[config.mk]
export PLATFORM = sky130hd
export DESIGN_NAME = onehot_state_sequencer
export DESIGN_NICKNAME = d
export VERILOG_FILES = /design/src/rtl/onehot_state_sequencer.sv
export SDC_FILE = /design/constraint.sdc
export NUM_CORES = 1
export LEC_CHECK = 0
export ABC_CLOCK_PERIOD_IN_PS = 3400
export BUFFER_PORTS_ARGS = -buffer_cell sky130_fd_sc_hd__buf_2
export CAP_MARGIN = 20
export CORE_AREA = 2 2 39 41
export CTS_BUF_LIST = sky130_fd_sc_hd__clkbuf_4 sky130_fd_sc_hd__clkbuf_8
export CTS_CLUSTER_DIAMETER = 50
export DETAILED_ROUTE_END_ITERATION = 6
export DIE_AREA = 0 0 41 43
export PLACE_DENSITY = 0.86
export SLEW_MARGIN = 40
export SYNTH_ARGS = -nofsm -noshare
export SYNTH_HDL_FRONTEND = slang
export SYNTH_SLANG_ARGS = --single-unit
[constraint.sdc]
create_clock -name ck -period 3.4 [get_ports ck]
set_clock_uncertainty 0.2 [all_clocks]
set_input_delay 0.68 -clock ck [delete_from_list [all_inputs] [get_ports ck]]
set_output_delay 0.68 -clock ck [all_outputs]
set_load 0.1 [all_outputs]
[src/rtl/onehot_state_sequencer.sv]
// One-hot state sequencer: rotates a single hot bit MSB->LSB with a programmable
// per-state dwell, and can be forced to any state by binary index.
module onehot_state_sequencer #(
   parameter int unsigned N  = 4,
   parameter int unsigned DW = 4,
   localparam int unsigned IW = $clog2(N)
) (
   input  logic          ck,
   input  logic          r,
   input  logic          en,
   input  logic [DW-1:0] dwell,
   input  logic          load,
   input  logic [IW-1:0] load_idx,
   output logic [N-1:0]  state,
   output logic [IW-1:0] idx,
   output logic          step,
   output logic          wrap,
   output logic          err
);

   // Reset state: index 0 is the MSB of the one-hot bus
   localparam logic [N-1:0] ST_RESET = {1'b1, {(N-1){1'b0}}};

   logic [N-1:0]  r_state;
   logic [IW-1:0] r_idx;
   logic [DW-1:0] r_cnt;
   logic          r_step;
   logic          r_wrap;
   logic          r_err;

   logic [N-1:0]  w_state_nxt;
   logic [IW-1:0] w_idx_nxt;
   logic [DW-1:0] w_cnt_nxt;
   logic          w_step_nxt;
   logic          w_wrap_nxt;
   logic          w_err_nxt;
   logic          w_load_ok;
   logic          w_last;
   logic [N-1:0]  w_load_oh;

   assign w_load_ok = (32'(load_idx) < N);
   assign w_last    = (r_idx == IW'(N-1));
   assign w_load_oh = ST_RESET >> load_idx;

   // Next-state: load beats advance; rejected loads only raise err
   always_comb begin
      w_state_nxt = r_state;
      w_idx_nxt   = r_idx;
      w_cnt_nxt   = r_cnt;
      w_step_nxt  = 1'b0;
      w_wrap_nxt  = 1'b0;
      w_err_nxt   = 1'b0;
      if (load) begin
         if (w_load_ok) begin
            w_state_nxt = w_load_oh;
            w_idx_nxt   = load_idx;
            w_cnt_nxt   = '0;
         end else begin
            w_err_nxt = 1'b1;
         end
      end else if (en) begin
         // >= so that shrinking dwell below the running count advances promptly
         if (r_cnt >= dwell) begin
            w_state_nxt = {r_state[0], r_state[N-1:1]};
            w_idx_nxt   = w_last ? '0 : r_idx + IW'(1);
            w_cnt_nxt   = '0;
            w_step_nxt  = 1'b1;
            w_wrap_nxt  = w_last;
         end else begin
            w_cnt_nxt = r_cnt + DW'(1);
         end
      end
   end

   // State register, synchronous reset
   always_ff @(posedge ck) begin
      if (r) begin
         r_state <= ST_RESET;
         r_idx   <= '0;
         r_cnt   <= '0;
         r_step  <= 1'b0;
         r_wrap  <= 1'b0;
         r_err   <= 1'b0;
      end else begin
         r_state <= w_state_nxt;
         r_idx   <= w_idx_nxt;
         r_cnt   <= w_cnt_nxt;
         r_step  <= w_step_nxt;
         r_wrap  <= w_wrap_nxt;
         r_err   <= w_err_nxt;
      end
   end

   assign state = r_state;
   assign idx   = r_idx;
   assign step  = r_step;
   assign wrap  = r_wrap;
   assign err   = r_err;

endmodule
Word-level counts from Yosys, hierarchy flattened
Cells that the tools add are included.
{ "word_totals": {"regBits": 12, "in_bits": 10, "out_inout_bits": 9} }
{ "op_classes": {"n_addsub": 2, "magnitude_cmp": 1, "eq_ne": 1, "shifts": 1, "mux": 9, "n_bitwise": 2, "reduce_logical": 6} }
{ "op_table": {"columns": ["cell", "count"], "rows": [
  ["two-way mux 4 bit", 4],
  ["two-way mux 2 bit", 4],
  ["adder 4 x 1 -> 4 bit (second input constant)", 1],
  ["greater-or-equal comparator 4 bit", 1],
  ["nonzero test 2 bit", 2],
  ["OR reduction 4 bit", 1],
  ["right shift 4 x 2 -> 4 bit (first input constant)", 1],
  ["OR reduction 3 bit", 1],
  ["adder 2 x 1 -> 2 bit (second input constant)", 1],
  ["== test 2 bit (second input constant)", 1],
  ["NOT 1 bit", 2],
  ["AND reduction 2 bit", 1],
  ["OR reduction 2 bit", 1],
  ["two-way mux 1 bit", 1]
]} }

Depth between registers and ports, before layout
Gate-level depths: netlist of run 1.
{ "logic_depth": {"depth_word": 5, "depth_mapped": 6} }

Worst setup path before layout of run 1
No wires, ideal clock.
{ "synth_timing": {"kind": "in2reg", "start": "input port dwell[1]", "end": "register r_idx[0] (netlist: idx[0])", "t_arrival_ps": 1892, "slack_ps": 1187, "cell_stages": 6, "cell_sequence": "inv_1 ha_1 o211ai_1 o21ai_1 a21oi_4 mux2_2"} }
{ "synth_via": {"elab_chain_cells": 3} }
{ "synth_rtl": {"columns": ["item", "line", "source"], "rows": [
  ["from (decl)", "11", "input logic [DW-1:0] dwell,"],
  ["greater-or-equal comparator 4 bit", "63", "if (r_cnt >= dwell) begin"],
  ["nonzero test 2 bit (no line)", null, null],
  ["AND reduction 2 bit (no line)", null, null],
  ["to (signal assigned)", "86", "r_idx <= w_idx_nxt;"],
  ["to (decl)", "25", "logic [IW-1:0] r_idx;"]
]} }
Every way passes these cells.
A chain may end at the register's enable or synchronous reset.

Worst setup path in the final report of run 1
{ "layout_timing": {"start": "input port dwell[0]", "end": "register r_idx[1] (netlist: idx[1])"} }
Same word-level chain as after synthesis.

==> results of run 1 <==
[metrics by stage]
stage          total power [mW]  instance area (um^2)
2_1_floorplan             0.228                   717
3_3_place_gp              0.241                   798
3_5_place_dp              0.243                   798
4_1_cts                   0.327                   821
5_1_grt                   0.339                   821
6_report                  0.322                   821
[cell type report]
class                           count  area [um^2]  area share [%]
Tap cell                           16         20.0            2.44
Multi-Input combinational cell     59          434            52.9
Sequential cell                    12          240            29.3
Timing Repair Buffer               17         85.1            10.4
Clock buffer                        3         22.5            2.74
Inverter                            5         18.8            2.29
[metal layers]
metal	vias up	wire length [um]
met5	-	0
met1	265	542
met4	0	10
met3	2	57
met2	11	597
li1	309	-
[cells by family (layout without fill, tap and decap cells)]
| group | Yosys count | in the layout | share of synthesized area (%) |
|---|---|---|---|
| adders and majority gates | 6 | 6 | 10.5 |
| AOI/OAI and AO/OA | 15 | 15 | 13.1 |
| and+or+nand+nor | 30 | 30 | 26.2 |
| DFF | 12 | 12 | 33.5 |
| other | 1 | 1 | 0.523 |
| muxes | 6 | 6 | 9.07 |
| xor gates and xnor gates | 1 | 1 | 1.22 |
| buffers and inverters | 10 | 25 | 5.93 |
[flip-flops by register name, indices dropped and copies added (netlist names)]
| signal | cells |
|---|---|
| r_cnt | 4 |
| step | 1 |
| state | 4 |
| idx | 2 |
| wrap | 1 |
[worst min-delay path by stage]
stage / endpoint / slack (ns) / cells past startpoint
3_3_place_gp: state[1] / 0.29 / 2
3_5_place_dp: state[1] / 0.29 / 2
6_report: state[1] / 0.30 / 2
5_1_grt: state[1] / 0.32 / 2
4_1_cts: state[1] / 0.30 / 2
2_1_floorplan: r_cnt[1] / 0.28 / 2
[cell usage in the layout, fill, tap and decap left out, drive strengths merged, types with 3 or more instances in the layout]
cell / instances
inv: 5
nor2b: 4
nor2: 3
dfxtp: 12
nand2b: 8
ha: 6
a21oi: 9
buf: 17
mux2: 4
clkbuf: 3
nand3: 3
[tightest hold or removal path, stage by stage (launching register included)]
cell and delay [ns]:
dfxtp_1 0.32, nand2b_1 0.07, mux2i_1 0.06
[synthesized netlist by cell type, types with 2 or more instances]
cell type / number / area, um^2
a21oi_1: 8 / 40.0
clkbuf_1: 3 / 11.3
dfxtp_1: 12 / 240
ha_1: 6 / 75.1
inv_1: 5 / 18.8
mux2_2: 4 / 45.0
mux2i_1: 2 / 20.0
nand2b_1: 8 / 50.1
nand3_1: 3 / 15.0
nand3b_1: 2 / 15.0
nor2_1: 3 / 11.3
nor2b_1: 4 / 25.0
nor3_1: 2 / 10.0
or2_2: 2 / 12.5
[where the power goes]
part | internal (mW) | leakage (nW) | total [mW] | switching [mW]
clock network | 0.0409 | 0.0138 | 0.0826 | 0.0417
logic | 0.0243 | 0.262 | 0.0892 | 0.0649
registers | 0.146 | 0.0978 | 0.150 | 0.00388
==> reports/qor.yml, run 1 <==
status:
  status: "finished clean"
logic_synthesis:
  yosysWarnings: 0
  synth_seq_area_share_pct: 33.5
  synth_flop_cell: "dfxtp_1"
  ys_types: 31
  synth_nets: 97
  syn_inst: 81
  synth_area_per_cell_um2: 8.85
  netlist_area_um2: 717
  synth-seq-cells: 12
  synthArstFlopShare_pct: 0
  synth_edf_count: 0
global_routing:
  gr-usage-all-layers_pct: 16.1
  grtUsageMet1_pct: 18.0
  grt_max_degree: 14
  first_global_vias: 534
  globalRouteMet3Util_pct: 3.14
  met2_usage_pct: 26.3
  gr-total-overflow: 0
  antenna_found_initial: 0
  grt_pass1_wl_mm: 1.94
  grt-busiest-layer: "met2"
worst_setup_path:
  crit_buf_inv: 1
  r2r_start: "r_cnt[0]"
  critPathLaunch: "dwell[0]"
  crit_path_end_kind: "register"
  r2r_setup_slack_ns: 1.35
  setup.worst_path.start_class: "primary input"
  r2r-end: "idx[1]"
  arrival_ns: 2.09
  critPathMaxStageDelay_ns: 0.36
  cp_cell_sequence: "buf_2 -> ha_1 -> nor3b_2 -> o21ai_1 -> a21oi_4 -> mux2_2"
  required_ns: 3.35
  slowest_stage: "mux2_2"
  cp.depth: 6
  worstSetupPathType: "in2reg"
  crit_path_end: "idx[1]"
  critPathTopFamily: "compound AO/OA/AOI/OAI gates"
  crit_path_max_fanout: 6
  ff2ff_path_depth: 6
cells_and_area:
  fin_nets: 114
  num_antenna_cells: 0
  drive_gt1_share_pct: 30.2
  final_util_pct: 59.3
  syn_to_final_growth_pct: 14.5
  fill_cells: 126
  stdcell_count: 112
place:
  post-place-ws_ns: 0.964
  numPortBuffers: 17
  gp_congestion: 0.741
  dp_hpwl_um: 961
  place_inst: 109
hold_path:
  hold_path_startpoint: "state[1]"
  hold_path.class: "reg2reg"
detailed_routing:
  antenna_left: 0
  drtIter0Drc: 7
  wl_per_cell_um: 10.8
  drc: 0
  drt_pass1_iterations: 4
  viasPerCell: 5.24
  vias: 587
  drt_wl_total_mm: 1.21
floorplanning:
  fp-row-count: 14
  ios: 19
  core_area_mm2: 0.00138
  dieArea_mm2: 0.00176
  die_h_um: 43
  start_util_pct: 51.8
  fp.dieW_um: 41
flow_run:
  drv_cap: 0
timing:
  fin_ws_ns: 1.27
  hold_viol: 0
  holdWs_ns: 0.296
  setup_viol: 0
  slew_violations: 0
  max_freq_mhz: 468
  fin_setup_tns_ns: 0
  min_period_ns: 2.13
  post-route-period-util_pct: 62.8
  rsz0062_at_grt: "false"
clock_network:
  path_clk_slew_ns: 0.07
  numClockSinks: 12
  cts_tree: "yes"
  h-tree-depth: 1
  root_buffer: "clkbuf_4"
  cts_made_buffers: 3
  postCtsHoldBufs: 0
  cts.path.max_buffers: 2
  clk_latency_ns: 0.26
  cts.repair_timing.setup_buffer_count: 0
  cts_resized: 0
pwr:
  powerDensity_mw_per_mm2: 392
  ir_worst_vdd_v: 0.000232
  p_leak_nw: 0.374
Power figures use the tool's default switching activity.
==> run 2, diff against run 1 <==
--- a/config.mk
+++ b/config.mk
@@ -5,15 +5,14 @@
 export SDC_FILE = /design/constraint.sdc
 export NUM_CORES = 1
 export LEC_CHECK = 0
-export ABC_CLOCK_PERIOD_IN_PS = 3400
+export ABC_CLOCK_PERIOD_IN_PS = 2100
 export BUFFER_PORTS_ARGS = -buffer_cell sky130_fd_sc_hd__buf_2
 export CAP_MARGIN = 20
-export CORE_AREA = 2 2 39 41
+export CORE_UTILIZATION = 53
 export CTS_BUF_LIST = sky130_fd_sc_hd__clkbuf_4 sky130_fd_sc_hd__clkbuf_8
 export CTS_CLUSTER_DIAMETER = 50
 export DETAILED_ROUTE_END_ITERATION = 6
-export DIE_AREA = 0 0 41 43
-export PLACE_DENSITY = 0.86
+export PLACE_DENSITY = 0.85
 export SLEW_MARGIN = 40
 export SYNTH_ARGS = -nofsm -noshare
 export SYNTH_HDL_FRONTEND = slang
==> constraint.sdc (replaced) <==
create_clock -name ck -period 2.1 [get_ports ck]
set_clock_uncertainty 0.2 [all_clocks]
set_input_delay 0.42 -clock ck [delete_from_list [all_inputs] [get_ports ck]]
set_output_delay 0.42 -clock ck [all_outputs]
set_load 0.1 [all_outputs]
==> run 2 against run 1 <==
Net effect: non-clock buffer count increased by 1; routed wire length increased by 12%; count of clock-buffer cells in the layout unchanged; worst hold slack worse by 0.0040 ns; combinational power increased by 66%; sequential power up 63%; via count grew 2.7%; first-iteration DRC count increased by 110%; flip-flop and latch count is the same; largest power group unchanged.
==> reports/qor.yml, run 2 (synthesis gave the netlist of run 1 again) <==
detailed_routing:
  viasPerCell: 5.43  # was 5.24
  vias: 603  # was 587
  wl_per_cell_um: 12.2  # was 10.8 um
  antenna_left: 0  # unchanged
  drt_pass1_iterations: 4  # unchanged
  drt_wl_total_mm: 1.35  # was 1.21 mm
  drc: 0  # unchanged
  drtIter0Drc: 15  # was 7
floorplanning:
  start_util_pct: 60.4  # was 51.8%
  die_h_um: 38.8  # was 43 um
  core_area_mm2: 0.00119  # was 0.00138 mm^2
  fp-row-count: 12  # was 14
  dieArea_mm2: 0.00150  # was 0.00176 mm^2
  ios: 19  # unchanged
  fp.dieW_um: 38.8  # was 41 um
cells_and_area:
  fin_nets: 115  # was 114
  final_util_pct: 69.7  # was 59.3%
  num_antenna_cells: 0  # unchanged
  syn_to_final_growth_pct: 15.4  # was 14.5%
  fill_cells: 107  # was 126
  drive_gt1_share_pct: 32.0  # was 30.2%
  design_area_um2: 827  # was 821 um^2
  layout_common_cells: "buf_2, dfxtp_1, nand2b_1, a21oi_1, ha_1"  # unchanged
  final_common_cell: "buf_2"  # unchanged
hold_path:
  whs_endpoint: "wrap"  # was state[1]
  hold_path_startpoint: "en"  # was state[1]
  min_path_cells: 2  # unchanged
  hold_path.class: "in2reg"  # was reg2reg
flow_run:
  drv_cap: 0  # unchanged
clock_network:
  h-tree-depth: 1  # unchanged
  numClockSinks: 12  # unchanged
  cts_tree: "yes"  # unchanged
  cts.path.max_buffers: 2  # unchanged
  cts_made_buffers: 3  # unchanged
  path_clk_slew_ns: 0.07  # about the same
  root_buffer: "clkbuf_4"  # unchanged
  clk_latency_ns: 0.28  # was 0.26 ns
  cts.repair_timing.setup_buffer_count: 0  # unchanged
global_routing:
  antenna_found_initial: 0  # unchanged
  gr-total-overflow: 0  # unchanged
  first_global_vias: 542  # was 534
  grt_pass1_wl_mm: 2.46  # was 1.94 mm
  grt_max_degree: 14  # unchanged
  gr-usage-all-layers_pct: 24.7  # was 16.1%
timing:
  fin_ws_ns: 0.153  # was 1.27 ns
  min_period_ns: 1.95
  rsz0062_at_grt: "false"  # unchanged
  post-route-period-util_pct: 92.7
  setup_viol: 0  # unchanged
  hold_viol: 0  # unchanged
  max_freq_mhz: 514
  slew_violations: 0  # unchanged
pwr:
  powerDensity_mw_per_mm2: 644  # was 392 mW/mm^2
  p_leak_nw: 0.379  # was 0.374 nW
  ir_worst_vdd_v: 0.000299  # was 0.000232 V
  p_total_mw: 0.533  # was 0.322 mW
status:
  status: "finished clean"  # unchanged
place:
  detailed_place.area_um2: 803  # was 798 um^2
  post-place-ws_ns: -0.0123  # was 0.964 ns
  numPortBuffers: 17  # unchanged
  gp_congestion: 0.809  # was 0.741
  dp_hpwl_mm: 1.05  # was 961 um
worst_setup_path:
  arrival_ns: 1.91  # was 2.09 ns
  crit_path_max_fanout: 5  # was 6
  required_ns: 2.07  # was 3.35 ns
  setup.worst_path.start_class: "register"  # was primary input
  r2r_setup_slack_ns: 0.15  # was 1.35 ns
  r2r_start: "r_cnt[0]"  # unchanged
  r2r-end: "state[2]"  # was idx[1]
  worstSetupPathType: "reg2reg"  # was in2reg
  crit_path_end_kind: "register"  # unchanged
  critPathLaunch: "r_cnt[0]"  # was dwell[0]
  ff2ff_path_depth: 6  # unchanged
## run 2: cell types whose count changed in the layout (fill, tap and decap cells not counted), sizes merged
cell  before  now
buf       17   18
## run 2: final cells by class
| class | count | area, um^2 | area share [%] |
|---|---|---|---|
| clock buffer | 3 | 22.5 | 2.72 |
| tap | 14 | 17.5 | 2.12 |
| multi-input combinational | 59 | 434 | 52.5 |
| timing repair buffer | 18 | 92.6 | 11.2 |
| inverter | 5 | 18.8 | 2.27 |
| sequential | 12 | 241 | 29.2 |
## run 2: worst max-delay path, stage by stage (launching register included)
cell     delay, ns
dfxtp_2       0.35
inv_1         0.06
ha_1          0.28
nor3b_2       0.20
o21ai_1       0.15
a21oi_4       0.23
mux2_2        0.37
## run 2: routing by layer
layer  GRT usage, %  wire length [um]  vias up
met5              0                 0        -
met1           32.0               643      274
met2           36.7               621       14
li1               -                 -      312
met3           10.4                65        3
met4           7.76                19        0
## run 2: worst max path at each step
stage,cells past startpoint,slack [ns],endpoint
finish,6,0.15,state[2]
global route,7,0.04,state[1]
CTS,7,0.08,state[1]
detailed placement,7,-0.01,idx[1]
global placement,6,0.03,state[2]
floorplan,5,0.05,idx[0]
## run 2: power breakdown
part | switching [mW] | leakage [nW] | total (mW) | internal (mW)
Sequential | 0.00699 | 0.0983 | 0.244 | 0.237
Clock | 0.0744 | 0.0138 | 0.141 | 0.0666
Combinational | 0.107 | 0.267 | 0.148 | 0.0406
## run 2: through the flow
| step | std cells | TNS (ns) | hold slack (ns) |
|---|---|---|---|
| after floorplan | 81 | 0 | 0.279 |
| after global placement | 108 | 0 | 0.280 |
| after detailed placement | 108 | -0.0245 | 0.307 |
| after CTS | 111 | 0 | 0.277 |
| after global routing | 111 | 0 | 0.305 |
| final | 111 | 0 | 0.292 |
## run 2: what timing repair did
action | CTS | global route
gates resized for setup | 0 | 1
hold endpoints to repair | 0 | 0
setup endpoints to repair | 0 | 5
hold buffers | 0 | 0
